File: src/rtl/mips_pkg.sv
// Shared types and constants for the fetch sequencer: FSM states, redirect
// priority levels and the sequential PC increment.
package mips_pkg;

  typedef enum logic [1:0] {
    ST_BOOT  = 2'd0,
    ST_ISSUE = 2'd1,
    ST_WAIT  = 2'd2,
    ST_HOLD  = 2'd3
  } pc_state_e;

  // Numeric order is the priority order, so a plain compare picks the winner.
  typedef enum logic [1:0] {
    PRIO_NONE   = 2'd0,
    PRIO_BRANCH = 2'd1,
    PRIO_JUMP   = 2'd2,
    PRIO_EXC    = 2'd3
  } redir_prio_e;

  localparam int unsigned PC_INCR = 4;

  function automatic redir_prio_e prioOf(input logic exc, input logic jmp, input logic br);
    redir_prio_e p;
    if (exc)      p = PRIO_EXC;
    else if (jmp) p = PRIO_JUMP;
    else if (br)  p = PRIO_BRANCH;
    else          p = PRIO_NONE;
    return p;
  endfunction

endpackage

File: src/rtl/pc_redirect_sel.sv
// Picks the highest-priority redirect among this cycle's requests and the
// pending one, and holds it until the sequencer consumes it.
module pc_redirect_sel
  import mips_pkg::*;
#(
  parameter int unsigned     SIZE    = 32,
  parameter logic [SIZE-1:0] EXC_VEC = SIZE'(32'h0000_0080)
) (
  input  logic            clk,
  input  logic            rst_n,
  input  logic            i_exception,
  input  logic            i_jump,
  input  logic [SIZE-1:0] i_jump_target,
  input  logic            i_branch_taken,
  input  logic [SIZE-1:0] i_branch_target,
  input  logic            i_clear,
  output logic            o_valid,
  output logic [SIZE-1:0] o_target
);

  redir_prio_e     r_pend_prio;
  logic [SIZE-1:0] r_pend_target;
  redir_prio_e     w_new_prio;
  redir_prio_e     w_sel_prio;
  logic [SIZE-1:0] w_new_target;
  logic [SIZE-1:0] w_sel_target;

  // A new request only displaces the pending one when it is at least as urgent.
  always_comb begin
    w_new_prio   = prioOf(i_exception, i_jump, i_branch_taken);
    w_new_target = i_exception ? EXC_VEC : (i_jump ? i_jump_target : i_branch_target);
    w_sel_prio   = r_pend_prio;
    w_sel_target = r_pend_target;
    if ((w_new_prio != PRIO_NONE) && (w_new_prio >= r_pend_prio)) begin
      w_sel_prio   = w_new_prio;
      w_sel_target = w_new_target;
    end
  end

  always_ff @(posedge clk or negedge rst_n) begin
    if (!rst_n) begin
      r_pend_prio   <= PRIO_NONE;
      r_pend_target <= '0;
    end else if (i_clear) begin
      r_pend_prio   <= PRIO_NONE;
      r_pend_target <= '0;
    end else begin
      r_pend_prio   <= w_sel_prio;
      r_pend_target <= w_sel_target;
    end
  end

  assign o_valid  = (w_sel_prio != PRIO_NONE);
  assign o_target = w_sel_target;

endmodule

File: src/rtl/pc_sequencer.sv
// Instruction fetch sequencer: issues one request at a time, delivers the
// fetched PC, and applies exception/jump/branch redirects.
module pc_sequencer
  import mips_pkg::*;
#(
  parameter int unsigned     SIZE      = 32,
  parameter logic [SIZE-1:0] RESET_VEC = SIZE'(32'h0000_0000),
  parameter logic [SIZE-1:0] EXC_VEC   = SIZE'(32'h0000_0080)
) (
  input  logic            clk,
  input  logic            rst_n,
  input  logic            stall,
  input  logic            exception,
  input  logic            jump,
  input  logic [SIZE-1:0] jump_target,
  input  logic            branch_taken,
  input  logic [SIZE-1:0] branch_target,
  output logic            imem_req,
  output logic [SIZE-1:0] imem_addr,
  input  logic            imem_ready,
  output logic [SIZE-1:0] pc_out,
  output logic            pc_valid,
  output logic [SIZE-1:0] epc
);

  pc_state_e       r_state;
  logic [SIZE-1:0] r_fetch_pc;
  logic            r_imem_req;
  logic [SIZE-1:0] r_imem_addr;
  logic            r_pc_valid;
  logic [SIZE-1:0] r_pc_out;
  logic [SIZE-1:0] r_epc;
  logic            w_redir_valid;
  logic [SIZE-1:0] w_redir_target;
  logic            w_take;

  // In WAIT the redirect stays pending until the memory returns, then squashes it.
  assign w_take = w_redir_valid &&
                  ((r_state == ST_ISSUE) || (r_state == ST_HOLD) ||
                   ((r_state == ST_WAIT) && imem_ready));

  pc_redirect_sel #(
    .SIZE    (SIZE),
    .EXC_VEC (EXC_VEC)
  ) u_redirect_sel (
    .clk             (clk),
    .rst_n           (rst_n),
    .i_exception     (exception),
    .i_jump          (jump),
    .i_jump_target   (jump_target),
    .i_branch_taken  (branch_taken),
    .i_branch_target (branch_target),
    .i_clear         (w_take),
    .o_valid         (w_redir_valid),
    .o_target        (w_redir_target)
  );

  always_ff @(posedge clk or negedge rst_n) begin
    if (!rst_n) begin
      r_state     <= ST_BOOT;
      r_fetch_pc  <= RESET_VEC;
      r_imem_req  <= 1'b0;
      r_imem_addr <= RESET_VEC;
      r_pc_valid  <= 1'b0;
      r_pc_out    <= '0;
      r_epc       <= '0;
    end else begin
      r_pc_valid <= 1'b0;
      if (exception) r_epc <= r_fetch_pc;
      case (r_state)
        ST_BOOT: begin
          r_fetch_pc <= RESET_VEC;
          r_state    <= ST_ISSUE;
        end
        ST_ISSUE: begin
          if (w_take) begin
            r_fetch_pc <= w_redir_target;
          end else if (stall) begin
            r_state <= ST_HOLD;
          end else begin
            r_imem_req  <= 1'b1;
            r_imem_addr <= r_fetch_pc;
            r_state     <= ST_WAIT;
          end
        end
        ST_HOLD: begin
          if (w_take) r_fetch_pc <= w_redir_target;
          if (!stall) r_state <= ST_ISSUE;
        end
        ST_WAIT: begin
          if (imem_ready) begin
            r_imem_req <= 1'b0;
            r_state    <= ST_ISSUE;
            if (w_take) begin
              r_fetch_pc <= w_redir_target;
            end else begin
              r_pc_valid <= 1'b1;
              r_pc_out   <= r_fetch_pc;
              r_fetch_pc <= r_fetch_pc + SIZE'(PC_INCR);
            end
          end
        end
        default: r_state <= ST_BOOT;
      endcase
    end
  end

  assign imem_req  = r_imem_req;
  assign imem_addr = r_imem_addr;
  assign pc_valid  = r_pc_valid;
  assign pc_out    = r_pc_out;
  assign epc       = r_epc;

endmodule

File: config.mk
export PLATFORM = sky130hd
export DESIGN_NAME = pc_sequencer
export DESIGN_NICKNAME = d
export VERILOG_FILES = /design/src/rtl/mips_pkg.sv /design/src/rtl/pc_redirect_sel.sv /design/src/rtl/pc_sequencer.sv
export SDC_FILE = /design/constraint.sdc
export NUM_CORES = 1
export LEC_CHECK = 0
export CORE_MARGIN = 2
export CORE_UTILIZATION = 46
export CTS_CLUSTER_SIZE = 8
export DETAILED_ROUTE_END_ITERATION = 7
export PLACE_DENSITY = 0.76
export SKIP_LAST_GASP = 1
export SLEW_MARGIN = 20
export SYNTH_ARGS = -nofsm -noshare
export SYNTH_HDL_FRONTEND = slang
export SYNTH_SLANG_ARGS = --single-unit
export TNS_END_PERCENT = 1
File: constraint.sdc
create_clock -name clk -period 2.25 [get_ports clk]
set_input_delay 0.45 -clock clk [delete_from_list [all_inputs] [get_ports clk]]
set_output_delay 0.45 -clock clk [all_outputs]
set_load 0.02 [all_outputs]
### Word-level counts from Yosys, hierarchy flattened

Cells that the tools add are included.

| word-level totals | value |
|---|---|
| output and inout port bits | 98 |
| register bits after elaboration | 166 |

| operators by class | value |
|---|---|
| equal/unequal tests | 8 |
| add/subtract/negate cells | 1 |
| magnitude comparators | 1 |
| multiplexer cells | 25 |
| bitwise logic cells | 2 |
| reductions and logical operators | 15 |

Operators with widths:

| kind | count |
|---|---|
| 32-bit two-way mux | 7 |
| 32-bit case mux with 3 select lines | 1 |
| 32-bit by 3-bit adder with 32-bit output, second input constant | 1 |
| 2-bit two-way mux | 7 |
| 3-bit AND reduction | 3 |
| 1-bit two-way mux | 8 |
| 2-bit != test, second input constant | 4 |
| 2-bit case mux with 4 select lines | 1 |
| 2-bit nonzero test | 3 |
| 2-bit equality test, second input constant | 2 |
| 4-bit AND reduction | 1 |
| 1-bit logical AND | 3 |
| 2-bit by 1-bit equality test with 1-bit output, second input constant | 1 |
| 2-bit greater-or-equal comparator | 1 |
| 2-bit zero test | 1 |
| 1-bit logical OR | 2 |
| 2-bit by 1-bit != test with 1-bit output, second input constant | 1 |
| 1-bit NOT | 2 |
| 1-bit case mux with 2 select lines | 1 |
| 2-bit AND reduction | 1 |
| 2-bit OR reduction | 1 |

### Logic depth before layout (Yosys ltp)

| depth | value |
|---|---|
| depth after elaboration | 11 |
| depth in mapped cells | 12 |
| mapped depth without buffers | 9 |

### Hierarchy

Synthesis repeated with hierarchy kept, for this count alone.

| unflattened totals | value |
|---|---|
| cell total of the unflattened synthesis | 799 |
| area, all modules | 8450.6 µm² |

By module, submodules not included:

| module | instances | area an instance (µm²) | sequential area each (µm²) | cells each |
|---|---|---|---|---|
| pc_sequencer | 1 | 6291.0 | 3303.2 | 605 |
| pc_redirect_sel | 1 | 2159.6 | 850.8 | 194 |

### Worst setup path before layout

No wires, ideal clock.

| path | value |
|---|---|
| path kind | input -> register |
| start point | in jump |
| end point | reg r_fetch_pc[30] |
| cell stages on the path | 11 |
| library setup time | 0.137 ns |
| arrival | 2.642 ns |
| slack | -0.529 ns |
| cell sequence | buf_2 or2_2 ha_1 nand2b_1 a311o_1 and3_1 buf_6 a21o_1 buf_2 a22oi_1 o211ai_1 |

| between the ends | value |
|---|---|
| longest elaborated chain between the ends | 10 |

Ends and longest elaborated chain:

| element | RTL line | text |
|---|---|---|
| start: declaration | pc_sequencer.sv:14 | `input logic jump,` |
| 2-bit two-way mux | mips_pkg.sv:25 | `else if (jmp) p = PRIO_JUMP;` |
| 2-bit two-way mux | mips_pkg.sv:24 | `if (exc) p = PRIO_EXC;` |
| 2-bit greater-or-equal comparator or 2-bit nonzero test (tied branches) | pc_redirect_sel.sv:34 | `if ((w_new_prio != PRIO_NONE) && (w_new_prio >= r_pend_prio)) begin` |
| 1-bit logical AND | pc_redirect_sel.sv:34 |  |
| 2-bit two-way mux | pc_redirect_sel.sv:34 |  |
| 2-bit nonzero test | pc_redirect_sel.sv:53 | `assign o_valid = (w_sel_prio != PRIO_NONE);` |
| 1-bit logical AND | pc_sequencer.sv:38 | `assign w_take = w_redir_valid &&` |
| 32-bit two-way mux | pc_sequencer.sv:94 | `if (w_take) begin` |
| 32-bit two-way mux | pc_sequencer.sv:91 | `if (imem_ready) begin` |
| 32-bit case mux with 3 select lines | pc_sequencer.sv:70 | `case (r_state)` |
| end signal: assignment | pc_sequencer.sv:77 | `r_fetch_pc <= w_redir_target;` |
| end signal: assignment | pc_sequencer.sv:95 | `r_fetch_pc <= w_redir_target;` |
| end signal: assignment | pc_sequencer.sv:99 | `r_fetch_pc <= r_fetch_pc + SIZE'(PC_INCR);` |
| end: declaration | pc_sequencer.sv:27 | `logic [SIZE-1:0] r_fetch_pc;` |

Several ways; a longest one is shown, not always the timed one. The select of a mux whose other input is x is not followed.
A chain may end at the register's enable or synchronous reset.

### Final worst setup path

| path | value |
|---|---|
| start point | reg u_redirect_sel.r_pend_prio[1] |
| end point | reg r_fetch_pc[3] |

| between the ends | value |
|---|---|
| longest elaborated chain between the ends | 8 |

Ends and longest elaborated chain:

| element | RTL line | text |
|---|---|---|
| start: declaration | pc_redirect_sel.sv:21 | `redir_prio_e r_pend_prio;` |
| start signal: assignment | pc_redirect_sel.sv:48 | `r_pend_prio <= w_sel_prio;` |
| 2-bit greater-or-equal comparator | pc_redirect_sel.sv:34 |  |
| 1-bit logical AND | pc_redirect_sel.sv:34 |  |
| 2-bit two-way mux | pc_redirect_sel.sv:34 |  |
| 2-bit nonzero test | pc_redirect_sel.sv:53 |  |
| 1-bit logical AND | pc_sequencer.sv:38 |  |
| 32-bit two-way mux | pc_sequencer.sv:94 |  |
| 32-bit two-way mux | pc_sequencer.sv:91 |  |
| 32-bit case mux with 3 select lines | pc_sequencer.sv:70 |  |

Several ways; a longest one is shown, not always the timed one. The select of a mux whose other input is x is not followed.

==> impl_metrics.json <==
{
  "grt_pass1_wl_um": 35300,
  "drt_iter0_drc": 517,
  "synthFlopType": "dfrtp_1",
  "fin_crit_sh_pct": 103.3,
  "crit_type": "reg -> reg",
  "power_density_nw_per_um2": 940.7,
  "fin_ws_ps": -74.22,
  "max_freq_mhz": 430.3,
  "wl_met2_um": 10780,
  "synthArstFlopShare_pct": 100.0,
  "fp-row-count": 47,
  "met1_length_um": 9432,
  "cts_tree": "built",
  "synth-edff-count": 0,
  "antenna_left": 0,
  "path_cells": "inv_1, ha_4, and3b_1, buf_4, o211a_1, a221o_1, and3_1, a211oi_1, o21ai_0",
  "slowest_stage": "dfrtp_1",
  "clk_latency_ps": 420,
  "rsz0062_at_grt": "true",
  "die_x_um": 134.0,
  "grt_start_max_net_pins": 56,
  "cts_made_buffers": 17,
  "dieArea_sq_um": 17970,
  "via_count": 6704,
  "cts.htree.levels": 4,
  "layout-drive-gt1-share_pct": 22.05,
  "synth_cells": 738,
  "clk_pin_slew_worst_paths_ps": 60,
  "synthTopCellsByCount": "166 x dfrtp_1, 111 x nand2_1, 73 x mux2_2",
  "port_buffers": 168,
  "cp.arrival_ps": 2620,
  "drtPass1Iterations": 5,
  "netlist_top_cells_area": "dfrtp_1 53%, mux2_2 11%, nand2_1 5.4%",
  "setup_total_negative_slack_ps": -126.4,
  "cp-start-kind": "register",
  "finalHoldViolCount": 0,
  "synth_cell_types": 63,
  "setup_viol": 5,
  "dpl.cell_count": 1162,
  "clock_path_buffers": 2,
  "status": "finished, violations left",
  "synth_top_area_cell": "dfrtp_1",
  "crit_family": "compound AO/OA/AOI/OAI gates",
  "final_cell_area_sq_um": 10930,
  "violations": "negative setup slack",
  "clock_skew_ps": 7.283,
  "worst-path-buf-inv": 2,
  "grt_overflow": 0,
  "power_leakage_nw": 4.972,
  "wl_um": 22070,
  "cp.required_ps": 2540,
  "ys_seq_elements": 166,
  "die_y_um": 134.0,
  "slew_violations": 0,
  "hold_path.class": "in -> async",
  "syn2layout_area_growth_pct": 40.53,
  "root_buffer": "clkbuf_16",
  "core_sq_um": 16580,
  "maxCapViolations": 0,
  "seq_area_frac_synth_pct": 53.40,
  "final_cells": 1195,
  "maxSlewHeadroom_pct": 53.20,
  "cpPeakStageDelay_ps": 390,
  "power_mw": 10.28,
  "syn_area_sq_um": 7779,
  "antenna-diode-count": 0,
  "grt_pass1_vias": 6702,
  "gp_congestion": 0.8894,
  "worst-path-max-fanout": 5,
  "yosysWarnings": 0,
  "critPathCaptureType": "register",
  "syn_area_per_cell_sq_um": 10.54,
  "vias_per_cell": 5.610,
  "dp_hpwl_um": 15450,
  "irDropWorstVdd_v": 0.0005704,
  "wl_met3_um": 1407,
  "ios": 169,
  "synth_top_cell_area_share_pct": 53.40,
  "fin_crit_ps": 2324,
  "tightest_slew_ps": 701.9,
  "clock-sinks": 166,
  "whs_ps": 477.0,
  "syn-num-nets": 811,
  "routed.top_layer": "met4",
  "routedWlPerCell_um": 18.47,
  "placed_area_sq_um": 10280,
  "final_nets": 1035,
  "track_usage_pct": 25.26,
  "initial_core_util_pct": 46.91,
  "antenna_found_initial": 0,
  "yosysMostFrequentCell": "dfrtp_1",
  "drc": 0
}
placed cells by master (no fill, tap or decap), types with 4 or more instances in the layout:
cell	n
o211a_1	4
inv_1	11
mux2_2	73
o21ai_1	10
buf_4	79
clkdlybuf4s50_1	165
nand2_1	110
nand2b_1	4
a211o_1	4
clkbuf_16	17
a311oi_1	4
nor2_1	57
nor4_1	6
o32a_1	4
and2_1	9
buf_12	9
o21ai_0	31
a22o_1	9
a22oi_1	13
dfrtp_1	166
nor3_1	15
a211oi_1	6
a21o_1	6
o211ai_1	9
mux2i_1	17
o22ai_1	7
o311ai_1	7
a21oi_1	28
and3_1	5
nand4_1	4
nand3_1	14
logic make-up (layout without fill, tap and decap cells):
logic type                 Yosys count  count (layout)  share of synthesized area (%)
DFF                                166             166                          53.40
muxes                               90              90                          12.76
buffers and inverters               65             302                          3.941
AOI/OAI and AO/OA                  165             165                          14.64
and+or+nand+nor                    249             249                          14.83
xor gates and xnor gates             1               1                         0.1126
adders and majority gates            2               2                         0.3216
power by group:
group          internal, mW  switching, mW  total, mW
Clock                  1.84           1.20       3.05
Combinational          1.64           1.64       3.28
Sequential             3.56          0.394       3.95
Total                  7.04           3.24       10.3
per-stage QoR:
stage	setup slack, ps	utilization (%)
2_1_floorplan	-266.8	-
3_3_place_gp	-458.1	62.00
3_5_place_dp	-503.2	62.00
4_1_cts	-50.50	65.83
5_1_grt	-130.3	65.92
6_report	-74.22	65.92
cell type report:
type / count / area (sq um)
clock buffers: 22 / 474.2
clock inverters: 10 / 145.1
fillers: 1333 / 5652
inverters: 12 / 45.04
multi-input cells: 507 / 3371
flip-flops and latches: 166 / 4154
well taps: 220 / 275.3
repair buffers: 258 / 2467
flip-flops by register name, summed over array words and instances (netlist names):
signal / flops
imem_req: 1
r_fetch_pc: 32
u_redirect_sel.r_pend_target: 32
epc: 32
u_redirect_sel.r_pend_prio: 2
r_state: 2
pc_valid: 1
pc_out: 32
imem_addr: 32
worst paths after layout:
check | from | endpoint | slack [ps] | cells after the start
worst max-delay path | u_redirect_sel.r_pend_prio[1]$_DFF_PN0_ | r_fetch_pc[3]$_DFFE_PN0P_ | -70 | 9
worst min-delay path | rst_n | u_redirect_sel.r_pend_target[31]$_DFF_PN0_ | 480 | 2
worst max register to register | u_redirect_sel.r_pend_prio[1]$_DFF_PN0_ | r_fetch_pc[3]$_DFFE_PN0P_ | -70 | 9
worst min register to register | pc_out[28]$_DFFE_PN0P_ | pc_out[28]$_DFFE_PN0P_ | 480 | 2
max in group asynchronous | rst_n | pc_valid$_DFF_PN0_ | 1050 | 3
min in group clk | pc_out[28]$_DFFE_PN0P_ | pc_out[28]$_DFFE_PN0P_ | 480 | 2
what timing repair did:
item | 4_1_cts | 5_1_grt
hold buffers | 1 | 0
setup endpoints to repair | 49 | 37
gates resized for setup | 2 | 5
endpoints found under the hold margin | 29 | 0
setup buffers | 0 | 0
metal layers:
metal,up-vias,global-route usage (%)
met2,245,41.17
met5,-,0
li1,3096,-
met1,3326,33.57
met3,37,5.442
met4,0,9.064
Note: power is estimated with default switching activity, not from simulation.
